**src/rtl/core_pkg.sv**
```systemverilog
// core_pkg: shared types and constants for the pipeline control logic.
//   md_state_t      - multiply/divide sequencer states
//   MULT_CYCLES_DEF - default busy length of mult/multu
//   DIV_CYCLES_DEF  - default busy length of div/divu
//   REG_ZERO        - hard-wired zero register, never a hazard source
//   reg_hazard()    - single-operand RAW hazard test against E/M destinations
package core_pkg;

  typedef enum logic [1:0] {
    MD_IDLE = 2'd0,
    MD_MULT = 2'd1,
    MD_DIV  = 2'd2
  } md_state_t;

  localparam int unsigned MULT_CYCLES_DEF = 5;
  localparam int unsigned DIV_CYCLES_DEF  = 10;

  localparam logic [4:0] REG_ZERO = 5'd0;

  // A load in E is never forwardable to D in time. An ALU result in E only
  // matters when D consumes operands early (branch/jr). A load in M only
  // matters for early consumers, since late consumers pick it up via
  // WB-to-E forwarding.
  function automatic logic reg_hazard(
    input logic [4:0] r,
    input logic       used,
    input logic       early_use,
    input logic [4:0] wr_e,
    input logic       wr_e_load,
    input logic       wr_e_alu,
    input logic [4:0] wr_m,
    input logic       wr_m_load
  );
    logic hz_e;
    logic hz_m;
    hz_e = (r == wr_e) && (wr_e_load || (early_use && wr_e_alu));
    hz_m = early_use && (r == wr_m) && wr_m_load;
    return used && (r != REG_ZERO) && (hz_e || hz_m);
  endfunction

endpackage

```
**src/rtl/md_sequencer.sv**
```systemverilog
// md_sequencer: busy sequencing for the multi-cycle multiply/divide unit.
// Ports:
//   i_clk, i_rst_n - core clock, asynchronous active-low reset
//   i_start        - E instruction launches an MD operation this cycle
//   i_is_div       - the launch is a divide (else multiply)
//   i_flush        - exception/eret this cycle; cancels a launch from idle
//   o_busy         - MD unit is computing
//   o_done         - one-cycle pulse in the last busy cycle
//   o_err          - sticky: a start arrived while busy
module md_sequencer
  import core_pkg::*;
#(
  parameter int unsigned MULT_CYCLES = MULT_CYCLES_DEF,
  parameter int unsigned DIV_CYCLES  = DIV_CYCLES_DEF
) (
  input  logic i_clk,
  input  logic i_rst_n,
  input  logic i_start,
  input  logic i_is_div,
  input  logic i_flush,
  output logic o_busy,
  output logic o_done,
  output logic o_err
);

  // Counter sized for the longest operation; keep at least one bit.
  localparam int unsigned CntW = (DIV_CYCLES > 1) ? $clog2(DIV_CYCLES) : 1;

  localparam logic [CntW-1:0] MultLoad = CntW'(MULT_CYCLES - 1);
  localparam logic [CntW-1:0] DivLoad  = CntW'(DIV_CYCLES - 1);

  md_state_t       r_state;
  md_state_t       w_state_d;
  logic [CntW-1:0] r_cnt;
  logic [CntW-1:0] w_cnt_d;
  logic            r_err;
  logic            w_err_d;

  always_ff @(posedge i_clk or negedge i_rst_n) begin
    if (!i_rst_n) begin
      r_state <= MD_IDLE;
      r_cnt   <= '0;
      r_err   <= 1'b0;
    end else begin
      r_state <= w_state_d;
      r_cnt   <= w_cnt_d;
      r_err   <= w_err_d;
    end
  end

  always_comb begin
    w_state_d = r_state;
    w_cnt_d   = r_cnt;
    w_err_d   = r_err;
    unique case (r_state)
      MD_IDLE: begin
        if (i_start && !i_flush) begin
          if (i_is_div) begin
            w_state_d = MD_DIV;
            w_cnt_d   = DivLoad;
          end else begin
            w_state_d = MD_MULT;
            w_cnt_d   = MultLoad;
          end
        end
      end
      MD_MULT, MD_DIV: begin
        // A running operation is never aborted by a flush; a second
        // launch (including one in the done cycle) is dropped and flagged.
        if (i_start) begin
          w_err_d = 1'b1;
        end
        if (r_cnt == '0) begin
          w_state_d = MD_IDLE;
        end else begin
          w_cnt_d = r_cnt - 1'b1;
        end
      end
      default: begin
        w_state_d = MD_IDLE;
        w_cnt_d   = '0;
      end
    endcase
  end

  assign o_busy = (r_state != MD_IDLE);
  assign o_done = o_busy && (r_cnt == '0);
  assign o_err  = r_err;

endmodule

```
**src/rtl/hazard_ctrl.sv**
```systemverilog
// hazard_ctrl: stall/flush control for the five-stage MIPS pipeline.
// Ports:
//   i_clk, i_rst_n              - core clock, asynchronous active-low reset
//   i_rs_d, i_rt_d              - D source registers
//   i_use_rs_d, i_use_rt_d      - D reads rs / rt
//   i_early_use_d               - D needs operands in D (branch, jr/jalr)
//   i_md_op_d                   - D touches HI/LO or the MD unit
//   i_wr_e, i_wr_e_load         - E destination, E is a load
//   i_wr_e_alu                  - E result is ready only at M
//   i_wr_m, i_wr_m_load         - M destination, M is a load
//   i_md_start_e, i_md_is_div_e - E launches an MD op, and it is a divide
//   i_exc_req, i_eret_req       - exception / eret committing in M
//   o_fd_en                     - F/D register enable
//   o_de_flush                  - bubble into D/E
//   o_general_flush             - flush F/D, D/E, E/M
//   o_md_busy, o_md_done        - MD unit busy, last-busy-cycle pulse
//   o_md_err                    - sticky start-while-busy flag
module hazard_ctrl
  import core_pkg::*;
#(
  parameter int unsigned MULT_CYCLES = MULT_CYCLES_DEF,
  parameter int unsigned DIV_CYCLES  = DIV_CYCLES_DEF
) (
  input  logic       i_clk,
  input  logic       i_rst_n,
  input  logic [4:0] i_rs_d,
  input  logic [4:0] i_rt_d,
  input  logic       i_use_rs_d,
  input  logic       i_use_rt_d,
  input  logic       i_early_use_d,
  input  logic       i_md_op_d,
  input  logic [4:0] i_wr_e,
  input  logic       i_wr_e_load,
  input  logic       i_wr_e_alu,
  input  logic [4:0] i_wr_m,
  input  logic       i_wr_m_load,
  input  logic       i_md_start_e,
  input  logic       i_md_is_div_e,
  input  logic       i_exc_req,
  input  logic       i_eret_req,
  output logic       o_fd_en,
  output logic       o_de_flush,
  output logic       o_general_flush,
  output logic       o_md_busy,
  output logic       o_md_done,
  output logic       o_md_err
);

  logic w_hz_rs;
  logic w_hz_rt;
  logic w_data_stall;
  logic w_md_stall;
  logic w_stall;
  logic w_flush;
  logic w_md_busy;

  assign w_hz_rs = reg_hazard(i_rs_d, i_use_rs_d, i_early_use_d, i_wr_e, i_wr_e_load,
                              i_wr_e_alu, i_wr_m, i_wr_m_load);
  assign w_hz_rt = reg_hazard(i_rt_d, i_use_rt_d, i_early_use_d, i_wr_e, i_wr_e_load,
                              i_wr_e_alu, i_wr_m, i_wr_m_load);

  assign w_data_stall = w_hz_rs || w_hz_rt;
  // A launch in E is counted as busy already so an mfhi/mflo right behind
  // it cannot slip past.
  assign w_md_stall   = i_md_op_d && (w_md_busy || i_md_start_e);
  assign w_stall      = w_data_stall || w_md_stall;
  assign w_flush      = i_exc_req || i_eret_req;

  // Flush overrides stall; reset forces the pipeline controls to a neutral
  // value even though the hazard path is purely combinational.
  assign o_general_flush = i_rst_n && w_flush;
  assign o_fd_en         = !i_rst_n || w_flush || !w_stall;
  assign o_de_flush      = i_rst_n && !w_flush && w_stall;
  assign o_md_busy       = w_md_busy;

  md_sequencer #(
    .MULT_CYCLES(MULT_CYCLES),
    .DIV_CYCLES (DIV_CYCLES)
  ) u_md_sequencer (
    .i_clk   (i_clk),
    .i_rst_n (i_rst_n),
    .i_start (i_md_start_e),
    .i_is_div(i_md_is_div_e),
    .i_flush (w_flush),
    .o_busy  (w_md_busy),
    .o_done  (o_md_done),
    .o_err   (o_md_err)
  );

endmodule

```
**config.mk**
```make
export PLATFORM = sky130hd
export DESIGN_NAME = hazard_ctrl
export DESIGN_NICKNAME = d
export VERILOG_FILES = /design/src/rtl/core_pkg.sv /design/src/rtl/md_sequencer.sv /design/src/rtl/hazard_ctrl.sv
export SDC_FILE = /design/constraint.sdc
export NUM_CORES = 1
export LEC_CHECK = 0
export ABC_CLOCK_PERIOD_IN_PS = 1660
export BUFFER_PORTS_ARGS = -buffer_cell sky130_fd_sc_hd__buf_4
export CAP_MARGIN = 20
export CELL_PAD_IN_SITES_DETAIL_PLACEMENT = 1
export CELL_PAD_IN_SITES_GLOBAL_PLACEMENT = 2
export CORE_UTILIZATION = 23
export DETAILED_ROUTE_END_ITERATION = 6
export PLACE_DENSITY = 0.88
export SLEW_MARGIN = 25
export SYNTH_ARGS = -nofsm -noshare
export SYNTH_HDL_FRONTEND = slang
export SYNTH_SLANG_ARGS = --single-unit
```
**constraint.sdc**
```tcl
create_clock -name i_clk -period 1.66 [get_ports i_clk]
set_input_delay 0.249 -clock i_clk [delete_from_list [all_inputs] [get_ports i_clk]]
set_output_delay 0.249 -clock i_clk [all_outputs]
set_load 0.03 [all_outputs]
```
==> results_dict.tcl <==
set metrics [dict create \
    dp_worst_setup_slack_ns -0.111 \
    multi_input_area_um2 586 \
    power.share.switching_pct 43.3 \
    failed_checks "setup timing" \
    drt.antenna.violating_nets 0 \
    antenna_found_initial 0 \
    sequential_cell_area_um2 175 \
    area_growth_pct 72.0 \
    ios 39 \
    timing.critical_path.arrival_ns 1.60 \
    layout_min_cycle_time_ns 1.85 \
    critical_path_class "flip-flop to output pin" \
    layout_setup_ws_ns -0.185 \
    worst_setup_sp_type "flip-flop" \
    synth_cell_types 32 \
    total_power_w 0.00148 \
    tritoncts_clock_tree "done" \
    floorplan.initialDensity_pct 24.4 \
    synth_sequential_area_ratio_pct 23.3 \
    layout.nets 189 \
    power.leakage_nw 0.597 \
    p_int_w 0.000838 \
    worst_r2r_path_cells 7 \
    layout_worst_path_cycle_share_pct 111 \
    yosysTopAreaCell "dfrtp_1" \
    chipWidth_um 59.1 \
    source_to_sink_clock_delay_at_the_later_pin_of_the_worst_skew_pair_ns 0.25 \
    timing.critical_path.required_ns 1.41 \
    p_comb_share_pct 69.0 \
    core-area_mm2 0.00308 \
    skew_ns 0.00136 \
    clock.fmax_mhz 542 \
    grt_max_degree 8 \
    power_density_mw_per_mm2 1140 \
    cts_buffer_depth 2 \
    yosys-top-cells-area "dfrtp_1 23%, xor2_1 15%, xnor2_1 9.3%" \
    finalSetupViolations 2 \
    routabilityCongestion 0.912 \
    tns_ns -0.344 \
    syn_inst 91 \
    fill_cells 381 \
    synth_async_sr_flop_share_pct 100 \
    least_margin_pin_slew_ns 0.347 \
    detailed_place_hpwl_um 2240 \
    worst-r2r-setup-slack_ns 0.13 \
    wirelength_um 2680 \
    clockRootBuffer "clkbuf_4" \
    endpoint "o_de_flush" \
    hold_viol_final 0 \
    clk_transition_reported_paths_ns 0.06 \
    critical_path.startpoint "u_md_sequencer.r_state[1]" \
    drt-wirelength-per-cell_um 13.7 \
    count_of_vias_placed_by_the_detailed_router 916 \
    status "finished, violations left" \
    post-synth-top-count-cell "xor2_1" \
    final_max_slew_viol_count 0 \
    endpoint_kind "output pin" \
    whs_path_depth 2 \
    total_number_of_yosys_warnings 0 \
    synthTopCellsByCount "13 x xor2_1, 8 x nand2_1, 8 x nor2_1, 8 x xnor2_1, 7 x dfrtp_1" \
    drt-pass1-iter-count 4 \
    seq_power_share_pct 20.1 \
    fraction_of_final_layout_cells_with_drive_strength_greater_than_1_pct 45.7 \
    chipHeight_um 59.1 \
    grt_setup_unrepaired "yes" \
    num_antenna_cells 0 \
    rr_endpoint "u_md_sequencer.r_cnt[3]" \
    r2r_start "u_md_sequencer.r_cnt[1]" \
    vias_per_cell 4.70 \
    synth_top_cell_area_share_pct 23.3 \
    power_switching_w 0.000640 \
    worstPathMaxFanout 2 \
    detailed_route_drc_error_count 0 \
    yosys_register_bits 7 \
    first_global_vias 995 \
    die_footprint_mm2 0.00350 \
    hold_path_class "input port to flip-flop" \
    power.ir.vdd_worst_mv 0.666 \
    cts_buffers 3 \
    buffer_ports.inserted 38 \
    postSynthNetCount 128 \
    globalRouteOverflowTotal 0 \
    power.share.clock_pct 10.9 \
    synth_enable_flop_cells 0 \
    grt_first_pass_wirelength_um 4200 \
    slew_headroom_pct 76.8 \
    cts_num_sinks 7 \
    avgSynthCellArea_um2 8.25 \
    synth_flop_cell "dfrtp_1" \
    grtUsageTotal_pct 15.9 \
    clock_tree.htree_level_count 1 \
    drt_first_iter_violations 20 \
    rows 20 \
    synthesis.area_um2 751 \
    number_of_max_cap_violations 0 \
]
[state kept, by name, summed over array words and instances (netlist names)]
name,count
u_md_sequencer.r_cnt,4
u_md_sequencer.o_err,1
u_md_sequencer.r_state,2
[through the flow]
step                cell area (µm²)  instances  utilization [%]  hold slack (ns)
floorplan                       758         91                -          -0.0466
global placement               1200        186             38.9           0.0744
detailed placement             1200        186             38.9           0.0744
CTS                            1280        195             41.7            0.217
global route                   1290        195             42.0            0.219
finish                         1290        195             42.0            0.220
[worst max-delay path, stage by stage, from the launching register on]
cell and delay, ns:
dfrtp_1 0.38, inv_2 0.09, ha_4 0.14, inv_2 0.04
o211ai_1 0.21, o21ai_2 0.10, a41o_1 0.23, buf_6 0.14
[metal layers]
| layer | wire (µm) | GRT usage [%] | up-vias |
|---|---|---|---|
| met3 | 175 | 2.62 | 5 |
| met1 | 1130 | 17.6 | 428 |
| met4 | 21 | 4.08 | 0 |
| met2 | 1350 | 31.0 | 36 |
| met5 | 0 | 0 | - |
| li1 | - | - | 447 |
[final cells by class]
cell class,count,share of cell area [%]
sequential,7,13.6
timing repair buffer,56,33.3
multi-input combinational,79,45.3
clock buffer,4,2.03
inverter,5,1.45
tap,44,4.26
[logic make-up after synthesis]
logic type                 count (synthesis)  synth area share, %
xor gates and xnor gates                  21                 24.5
adders and majority gates                  4                 6.67
buffers and inverters                      5                 2.50
and+or+nand+nor                           31                 21.3
DFF                                        7                 23.3
AOI/OAI and AO/OA                         23                 21.7
[power by group through the flow]
stage | Clock [W] | Sequential, W | Combinational [W]
2_1_floorplan | 0 | 0.000283 | 0.000505
3_3_place_gp | 0 | 0.000293 | 0.000878
3_5_place_dp | 0 | 0.000298 | 0.000898
4_1_cts | 0.000166 | 0.000296 | 0.000994
5_1_grt | 0.000182 | 0.000305 | 0.00112
6_report | 0.000161 | 0.000297 | 0.00102
[how the worst min path moves through the flow]
stage	to	start
3_3_place_gp	u_md_sequencer.r_cnt[3]	i_rst_n
2_1_floorplan	u_md_sequencer.o_err	i_rst_n
6_report	u_md_sequencer.o_err	i_md_start_e
5_1_grt	u_md_sequencer.o_err	i_md_start_e
3_5_place_dp	u_md_sequencer.r_cnt[3]	i_rst_n
4_1_cts	u_md_sequencer.o_err	i_md_start_e
[timing repair]
action / in CTS / in global routing
setup endpoints to repair: 2 / 4
resized for setup: 6 / 2
endpoints found under the hold margin: 7 / 0
buffers inserted: 4 / 0
pin swaps: 2 / 0
hold buffers: 1 / 0
[cell usage in the layout (no fill, tap or decap)]
master / Yosys / final
a41oi_2: 0 / 1
dlygate4sd3_1: 0 / 1
clkbuf_4: 0 / 3
buf_6: 0 / 2
nor3b_2: 1 / 1
ha_1: 4 / 3
inv_2: 1 / 3
xnor2_1: 8 / 8
nor2_2: 0 / 1
a21oi_1: 4 / 4
xor2_1: 13 / 13
o21ai_0: 2 / 2
nand4_1: 1 / 1
dfrtp_1: 7 / 7
nand2_1: 8 / 8
nor4_1: 3 / 3
nor2_1: 8 / 7
nor2b_1: 1 / 1
or4_4: 1 / 1
o211ai_2: 1 / 1
o21ai_2: 1 / 1
inv_1: 4 / 2
a21o_1: 1 / 1
a22oi_1: 1 / 1
ha_4: 0 / 1
a21boi_0: 1 / 1
o211ai_1: 1 / 1
nor3b_1: 1 / 1
a22o_1: 1 / 1
o31ai_1: 4 / 4
o2bb2ai_2: 0 / 1
nor3_1: 1 / 1
o21ai_1: 3 / 3
and2_1: 1 / 1
and3_1: 1 / 1
nand3_1: 4 / 4
buf_4: 0 / 53
clkbuf_1: 0 / 1
a41o_1: 1 / 1
(Power assumes the default switching activity.)
